[config.mk]
export PLATFORM = sky130hd
export DESIGN_NAME = reset_sequencer
export DESIGN_NICKNAME = d
export VERILOG_FILES = /design/src/rtl/reset_sequencer.sv
export SDC_FILE = /design/constraint.sdc
export NUM_CORES = 1
export LEC_CHECK = 0
export BUFFER_PORTS_ARGS = -buffer_cell sky130_fd_sc_hd__buf_4
export CAP_MARGIN = 5
export CORE_MARGIN = 5
export CORE_UTILIZATION = 55
export DETAILED_ROUTE_END_ITERATION = 12
export GPL_ROUTABILITY_DRIVEN = 1
export PLACE_DENSITY = 0.88
export RECOVER_POWER = 25
export SLEW_MARGIN = 30
export SYNTH_ARGS = -nofsm -noshare
export SYNTH_HDL_FRONTEND = slang
export SYNTH_SLANG_ARGS = --single-unit
[constraint.sdc]
create_clock -name clk -period 3.2 [get_ports clk]
set_clock_uncertainty 0.2 [all_clocks]
set_input_delay 0.16 -clock clk [delete_from_list [all_inputs] [get_ports clk]]
set_output_delay 0.16 -clock clk [all_outputs]
set_load 0.01 [all_outputs]
[src/rtl/reset_sequencer.sv]
// Staged reset controller: holds downstream units in reset, then releases them one at a
// time in index order, waiting for each stage's ack and faulting on an ack timeout.
`timescale 1ns/1ps

module reset_sequencer #(
    parameter int unsigned NSTAGES     = 4,
    parameter int unsigned HOLD_CYCLES = 16,
    parameter int unsigned STAGE_GAP   = 8,
    parameter int unsigned ACK_TIMEOUT = 255
) (
    input  logic               clk,
    input  logic               reset,
    input  logic               swreset_req,
    input  logic [NSTAGES-1:0] stage_ack,
    output logic [NSTAGES-1:0] stage_reset,
    output logic               resetting,
    output logic               fault,
    output logic [2:0]         stage_idx
);

    localparam int unsigned MAX_HG  = (HOLD_CYCLES > STAGE_GAP) ? HOLD_CYCLES : STAGE_GAP;
    localparam int unsigned CNT_MAX = (MAX_HG > ACK_TIMEOUT) ? MAX_HG : ACK_TIMEOUT;
    localparam int unsigned CNT_W   = $clog2(CNT_MAX + 1);

    localparam logic [CNT_W-1:0] CNT_SAT   = CNT_W'(CNT_MAX);
    localparam logic [CNT_W-1:0] HOLD_LAST = CNT_W'(HOLD_CYCLES - 1);
    localparam logic [CNT_W-1:0] GAP_LAST  = CNT_W'(STAGE_GAP - 1);
    localparam logic [CNT_W-1:0] ACK_LAST  = CNT_W'(ACK_TIMEOUT - 1);
    localparam logic [2:0]       LAST_IDX  = 3'(NSTAGES - 1);

    localparam logic [2:0] S_HOLD     = 3'd0;
    localparam logic [2:0] S_WAIT_ACK = 3'd1;
    localparam logic [2:0] S_GAP      = 3'd2;
    localparam logic [2:0] S_RUN      = 3'd3;
    localparam logic [2:0] S_FAULT    = 3'd4;

    logic [2:0]         r_state;
    logic [CNT_W-1:0]   r_cnt;
    logic [NSTAGES-1:0] r_stage_reset;
    logic               r_resetting;
    logic               r_fault;
    logic [2:0]         r_stage_idx;

    logic [2:0]         w_state;
    logic [CNT_W-1:0]   w_cnt;
    logic [CNT_W-1:0]   w_cnt_inc;
    logic [NSTAGES-1:0] w_stage_reset;
    logic               w_resetting;
    logic               w_fault;
    logic [2:0]         w_stage_idx;
    logic [2:0]         w_idx_plus1;
    logic               w_ack_cur;
    logic [NSTAGES-1:0] w_next_mask;

    // Ack of the current stage and one-hot of the stage released next.
    always_comb begin
        w_ack_cur   = 1'b0;
        w_next_mask = '0;
        w_idx_plus1 = r_stage_idx + 3'd1;
        for (int i = 0; i < int'(NSTAGES); i++) begin
            if (r_stage_idx == 3'(i)) begin
                w_ack_cur = stage_ack[i];
            end
            w_next_mask[i] = (w_idx_plus1 == 3'(i));
        end
    end

    assign w_cnt_inc = (r_cnt == CNT_SAT) ? r_cnt : r_cnt + CNT_W'(1);

    // Next-state and next-output logic.
    always_comb begin
        w_state       = r_state;
        w_cnt         = r_cnt;
        w_stage_reset = r_stage_reset;
        w_resetting   = r_resetting;
        w_fault       = r_fault;
        w_stage_idx   = r_stage_idx;

        case (r_state)
            S_HOLD: begin
                if (r_cnt == HOLD_LAST) begin
                    w_state          = S_WAIT_ACK;
                    w_cnt            = '0;
                    w_stage_reset[0] = 1'b0;
                end else begin
                    w_cnt = w_cnt_inc;
                end
            end
            S_WAIT_ACK: begin
                // An ack on the timeout edge itself still counts.
                if (w_ack_cur) begin
                    w_cnt = '0;
                    if (r_stage_idx == LAST_IDX) begin
                        w_state       = S_RUN;
                        w_stage_reset = '0;
                        w_resetting   = 1'b0;
                    end else begin
                        w_state = S_GAP;
                    end
                end else if (r_cnt == ACK_LAST) begin
                    w_state       = S_FAULT;
                    w_cnt         = '0;
                    w_stage_reset = '1;
                    w_resetting   = 1'b1;
                    w_fault       = 1'b1;
                end else begin
                    w_cnt = w_cnt_inc;
                end
            end
            S_GAP: begin
                if (r_cnt == GAP_LAST) begin
                    w_state       = S_WAIT_ACK;
                    w_cnt         = '0;
                    w_stage_idx   = w_idx_plus1;
                    w_stage_reset = r_stage_reset & ~w_next_mask;
                end else begin
                    w_cnt = w_cnt_inc;
                end
            end
            S_RUN: begin
                w_stage_reset = '0;
                w_resetting   = 1'b0;
            end
            S_FAULT: begin
                w_stage_reset = '1;
                w_resetting   = 1'b1;
                w_fault       = 1'b1;
            end
            default: begin
                w_state       = S_HOLD;
                w_cnt         = '0;
                w_stage_reset = '1;
                w_resetting   = 1'b1;
                w_stage_idx   = 3'd0;
            end
        endcase

        // Software reset restarts the sequence from anywhere except FAULT.
        if (swreset_req && (r_state != S_FAULT)) begin
            w_state       = S_HOLD;
            w_cnt         = '0;
            w_stage_reset = '1;
            w_resetting   = 1'b1;
            w_stage_idx   = 3'd0;
        end
    end

    always_ff @(posedge clk or posedge reset) begin
        if (reset) begin
            r_state       <= S_HOLD;
            r_cnt         <= '0;
            r_stage_reset <= '1;
            r_resetting   <= 1'b1;
            r_fault       <= 1'b0;
            r_stage_idx   <= 3'd0;
        end else begin
            r_state       <= w_state;
            r_cnt         <= w_cnt;
            r_stage_reset <= w_stage_reset;
            r_resetting   <= w_resetting;
            r_fault       <= w_fault;
            r_stage_idx   <= w_stage_idx;
        end
    end

    assign stage_reset = r_stage_reset;
    assign resetting   = r_resetting;
    assign fault       = r_fault;
    assign stage_idx   = r_stage_idx;

endmodule

==> flow_summary.yaml, run 1 <==
outcome:
  status: "finished, final reports clean"
clock_network:
  h-tree-depth: 1
  clockBufferDepth: 2
  holdBufCountCts: 2
  clk_pin_slew_ns: 0.11
  cts_root_buf: "clkbuf_4"
  cts_buffers: 3
  tritoncts: "done"
  cts_setup_buffers: 0
  insertion_delay_ns: 0.31
  clock_sinks: 20
  cts_resized: 0
drt:
  wl_per_cell_um: 15.3
  vias_per_cell: 6.28
  drc: 0
  totalWireLength_mm: 3.11
  detail-route-antenna-nets: 0
  firstDrtPassIters: 4
  drt_iter0_markers: 58
  num_vias: 1275
cells_and_area:
  multiInputGateArea_um2: 753
  final_cells: 203
  areaGrowthSynthToFinish_pct: 11.5
  post-route-util_pct: 65.7
  seqCellArea_um2: 507
  final_nets: 192
  diodes: 0
  n_fill_cell: 192
  layout-drive-gt1-share_pct: 14.9
place:
  dp_hpwl_mm: 2.38
  port_buffers: 15
  dpl.cell_count: 197
  gp_congestion: 0.913
setup_path:
  crit_chain: "ha_1 -> ha_1 -> a2111o_1 -> a211oi_1 -> a221oi_1 -> o21ai_0"
  critical_path_class: "flip-flop to flip-flop"
  worst_setup_path_end_kind: "flip-flop"
  reg2reg_from: "stage_idx[0]$_DFFE_PP0P_"
  crit_required_ns: 3.22
  cp_slowest_stage_delay_ns: 0.59
  startpoint: "stage_idx[0]$_DFFE_PP0P_"
  worstPathArrival_ns: 2.67
  cpLargestDelayFamily: "compound AO/OA/AOI/OAI gates"
  start_kind: "flip-flop"
  crit_top_cell: "ha_1"
  critPathMaxFanout: 8
  cpMaxStageDelayCell: "a211oi_1"
  crit_buf_inv: 0
logic_synthesis:
  synth_cells: 157
  synth_flop_cell: "dfrtp_1"
  synth_edf_count: 0
  synth.cell_area_um2: 1340
  synth_cell_type_count: 42
  ys_ff_latch: 20
  synth.largest_area_cell: "dfrtp_1"
  yosys_warnings: 0
  synth_area_leaders: "dfrtp_1 28%, dfstp_2 9.8%, ha_1 8.4%"
  seq_area_frac_synth_pct: 37.8
  ys_top_cells_by_count: "17 x nand2_1, 15 x dfrtp_1, 14 x inv_1"
  avgSynthCellArea_um2: 8.54
  synth_most_common_cell: "nand2_1"
  netlist.area_leader.share_pct: 28.0
  async_flop_share_pct: 100
  synth_nets: 173
timing:
  setup_viol: 0
  period_share_pct: 82.7
  fin_crit_ns: 2.65
  finalSetupTns_ns: 0
  hold_violations: 0
  slew_headroom_pct: 51.1
  grt_setup_unrepaired: "false"
  maxSlewViolCount: 0
  worst_pin_slew_ns: 0.732
  timing.fmax_mhz: 378
floorplan:
  die-area_um2: 3530
  fp.dieH_um: 59.4
  core_area_um2: 2280
  start_util_pct: 58.9
  ios: 16
  fp-row-count: 17
  die_w_um: 59.4
power_and_ir_drop:
  p_leak_nw: 0.607
  power_density_nw_per_um2: 265
  vdd_drop_max_uv: 232
  p_total_mw: 0.396
global_route:
  grt_pass1_wl_mm: 5.14
  antenna_found_initial: 0
  grt_use_total_pct: 18.9
  grt_max_degree: 21
  grt_pass1_vias: 1181
  grt_overflow_total: 0
run:
  drv_cap: 0
hold_path:
  min_path_type: "primary input to flip-flop"
  hp-start: "stage_ack[3]"
final timing paths:
path	end	slack, ns	cells after the start
worst min-delay path	r_state[0]$_DFFE_PP0P_	0.07	4
min in group asynchronous	r_cnt[2]$_DFFE_PP0N_	0.31	3
max in group asynchronous	r_cnt[4]$_DFFE_PP0N_	2.02	3
worst min register to register	stage_reset[1]$_DFFE_PP1P_	0.29	2
worst max-delay path	stage_reset[0]$_DFFE_PP1P_	0.55	6
worst max register to register	stage_reset[0]$_DFFE_PP1P_	0.55	6
power by group:
group	leakage [nW]	internal (mW)	switching, mW	total (mW)
Sequential	0.252	0.253	0	0.253
Combinational	0.340	0.00769	0.00840	0.0161
Clock	0.0150	0.0487	0.0778	0.127
cell type report:
| type | instances | share of cell area, % |
|---|---|---|
| Clock buffer | 4 | 1.76 |
| Inverter | 14 | 3.51 |
| Multi-Input combinational cell | 119 | 50.4 |
| Sequential cell | 20 | 33.9 |
| Tap cell | 28 | 2.34 |
| Timing Repair Buffer | 18 | 8.12 |
through the flow:
stage	cell area (um2)	setup WS (ns)	hold slack [ns]
after global placement	1470	0.786	0.132
after floorplan	1340	0.848	-0.0799
after detailed placement	1470	0.605	0.133
after global routing	1500	0.340	0.0854
final	1500	0.554	0.0726
after CTS	1510	0.575	0.0569
logic make-up after synthesis:
kind of cell               share of synthesized area, %
and+or+nand+nor                                    23.5
AOI/OAI and AO/OA                                  23.6
DFF                                                37.8
buffers and inverters                              6.06
adders and majority gates                          8.40
xor gates and xnor gates                          0.653
routing by layer:
layer,routed length (um),vias to the layer above,global-route usage (%)
li1,-,608,-
met1,1330,614,23.7
met2,1560,45,31.5
met3,158,8,2.83
met4,72,0,9.06
met5,0,-,0
worst reg2reg max path, cell delays in order (launching register included):
cell      delay (ns)
dfrtp_1         0.49
ha_1            0.24
ha_1            0.20
a2111o_1        0.47
a211oi_1        0.59
a221oi_1        0.11
o21ai_0         0.25
cell usage in the layout (no fill, tap or decap), drive strengths merged:
cell type    count
a2bb2oi          1
a41o             1
nand2           17
nor2            13
o21ai            7
buf             10
nor2b            1
o21a             1
o22ai            5
a221oi           1
nor3             3
o31a             1
o41ai            1
xnor2            1
a31oi            8
nand3b           1
nand4            1
or4b             1
o31ai            4
nand3           11
ha               9
and2             1
nor4             2
dfrtp           15
inv             14
dlygate4sd3      2
or3              4
nor3b            1
nand2b           3
a21o             3
clkbuf          10
dfstp            5
or2b             1
or2              3
o32ai            1
a21oi            9
a2111o           1
a211oi           2
state kept, by name, summed over array words and instances (netlist names):
| name | flops |
|---|---|
| stage_idx | 3 |
| r_cnt | 8 |
| stage_reset | 4 |
| r_state | 3 |
| fault | 1 |
| resetting | 1 |
No activity file was read; power rests on OpenSTA's default activity.
==> run 2, diff against run 1 <==
clock period = 2.7 ns   (was 3.2 ns; I/O delays follow)
==> flow_summary.yaml, run 2 (synthesized netlist as in run 1, its figures left out) <==
setup_path:
  worst_setup_path_end_kind: "flip-flop"
  crit_required_ns: 2.71
  worstPathArrival_ns: 2.46
  start_kind: "flip-flop"
  critPathMaxFanout: 11
  critical_path_class: "flip-flop to flip-flop"
cells_and_area:
  final_nets: 193
  final_cell_mix: "17 x nand2_1, 15 x dfrtp_1, 14 x inv_1"
  fin_area_um2: 1540
  regMostFlops: "r_cnt"
  diodes: 0
  post-route-util_pct: 67.6
  areaGrowthSynthToFinish_pct: 14.6
  mostFrequentLayoutCell: "nand2_1"
  layout-drive-gt1-share_pct: 17.6
  largest_register_ffs: 8
global_route:
  grt_pass1_vias: 1160
  grt_pass1_wl_mm: 5.27
  grt_overflow_total: 0
  antenna_found_initial: 0
  grt_use_total_pct: 19.4
  grt_max_degree: 21
clock_network:
  h-tree-depth: 1
  insertion_delay_ns: 0.31
  clock_sinks: 20
  cts_setup_buffers: 0
  cts_buffers: 3
  tritoncts: "done"
  clockBufferDepth: 2
  cts_root_buf: "clkbuf_4"
  clk_pin_slew_ns: 0.12
floorplan:
  die-area_um2: 3530
  ios: 16
  start_util_pct: 58.9
  core_area_um2: 2280
  die_w_um: 59.4
  fp.dieH_um: 59.4
  fp-row-count: 17
timing:
  grt_setup_unrepaired: "false"
  layout_setup_ws_ns: 0.252
  hold_violations: 0
  worst_pin_slew_ns: 0.754
  fin_crit_ns: 2.45
  maxSlewViolCount: 0
  timing.fmax_mhz: 408
  finalSetupTns_ns: 0
  period_share_pct: 90.7
  fin_hold_ws_ns: 0.0285
  slew_headroom_pct: 49.7
  setup_viol: 0
place:
  dp_hpwl_mm: 2.31
  placed_cell_area_um2: 1480
  gp_congestion: 0.899
  port_buffers: 15
  place_ws_ns: 0.187
power_and_ir_drop:
  power_density_nw_per_um2: 371
  p_leak_nw: 0.631
  vdd_drop_max_uv: 341
drt:
  detail-route-antenna-nets: 0
  wl_per_cell_um: 15.3
  vias_per_cell: 6.21
  firstDrtPassIters: 4
  num_vias: 1266
  totalWireLength_mm: 3.11
  drt_iter0_markers: 59
  drc: 0
hold_path:
  min_path_type: "primary input to flip-flop"
outcome:
  status: "finished, final reports clean"
run:
  drv_cap: 0
==> run 2: cell type report <==
class,instances,area [um2]
well taps,28,35.0
repair buffers,19,136
fillers,179,738
clock buffers,3,22.5
clock inverters,1,30.0
inverters,14,52.6
flip-flops and latches,20,507
multi-input cells,119,754
==> run 2: metrics by stage <==
stage / total power, mW / cells
2_1_floorplan: 0.313 / 157
3_3_place_gp: 0.322 / 198
3_5_place_dp: 0.323 / 198
4_1_cts: 0.573 / 204
5_1_grt: 0.586 / 204
6_report: 0.570 / 204
==> run 2: critical path: stages (launching register included) <==
cell and delay, ns:
dfrtp_1 0.49, ha_1 0.25, ha_1 0.22, a2111o_1 0.49
a41o_2 0.39, a31oi_1 0.21, o22ai_1 0.10
==> run 2: what timing repair did <==
action,4_1_cts,5_1_grt
hold buffers,2,0
setup endpoints to repair,0,1
endpoints found under the hold margin,17,0
resized for setup,0,1
==> run 2: worst paths after layout <==
kind / startpoint / to / slack (ns) / depth (start not counted)
setup / recovery: stage_idx[0]$_DFFE_PP0P_ / r_cnt[2]$_DFFE_PP0N_ / 0.25 / 6
hold / removal: stage_ack[3] / resetting$_DFFE_PP1P_ / 0.03 / 4
setup reg to reg: stage_idx[0]$_DFFE_PP0P_ / r_cnt[2]$_DFFE_PP0N_ / 0.25 / 6
hold reg to reg: stage_reset[1]$_DFFE_PP1P_ / stage_reset[1]$_DFFE_PP1P_ / 0.30 / 2
max in group asynchronous: reset / r_state[1]$_DFFE_PP0P_ / 1.53 / 3
min in group asynchronous: reset / r_cnt[2]$_DFFE_PP0N_ / 0.30 / 3
==> run 2: per-layer routing <==
metal | part of all wire (%) | vias to the layer above | GRT usage, %
met5 | 0 | - | 0
met4 | 1.5 | 0 | 6.80
met3 | 3.8 | 5 | 2.83
met2 | 51 | 34 | 33.2
met1 | 44 | 615 | 24.6
li1 | - | 612 | -
==> run 2: power by group <==
group,internal (mW),total (mW),switching (mW)
Sequential,0.300,0.300,0
Combinational,0.00912,0.0194,0.0102
Clock,0.150,0.251,0.101
Total,0.459,0.570,0.111
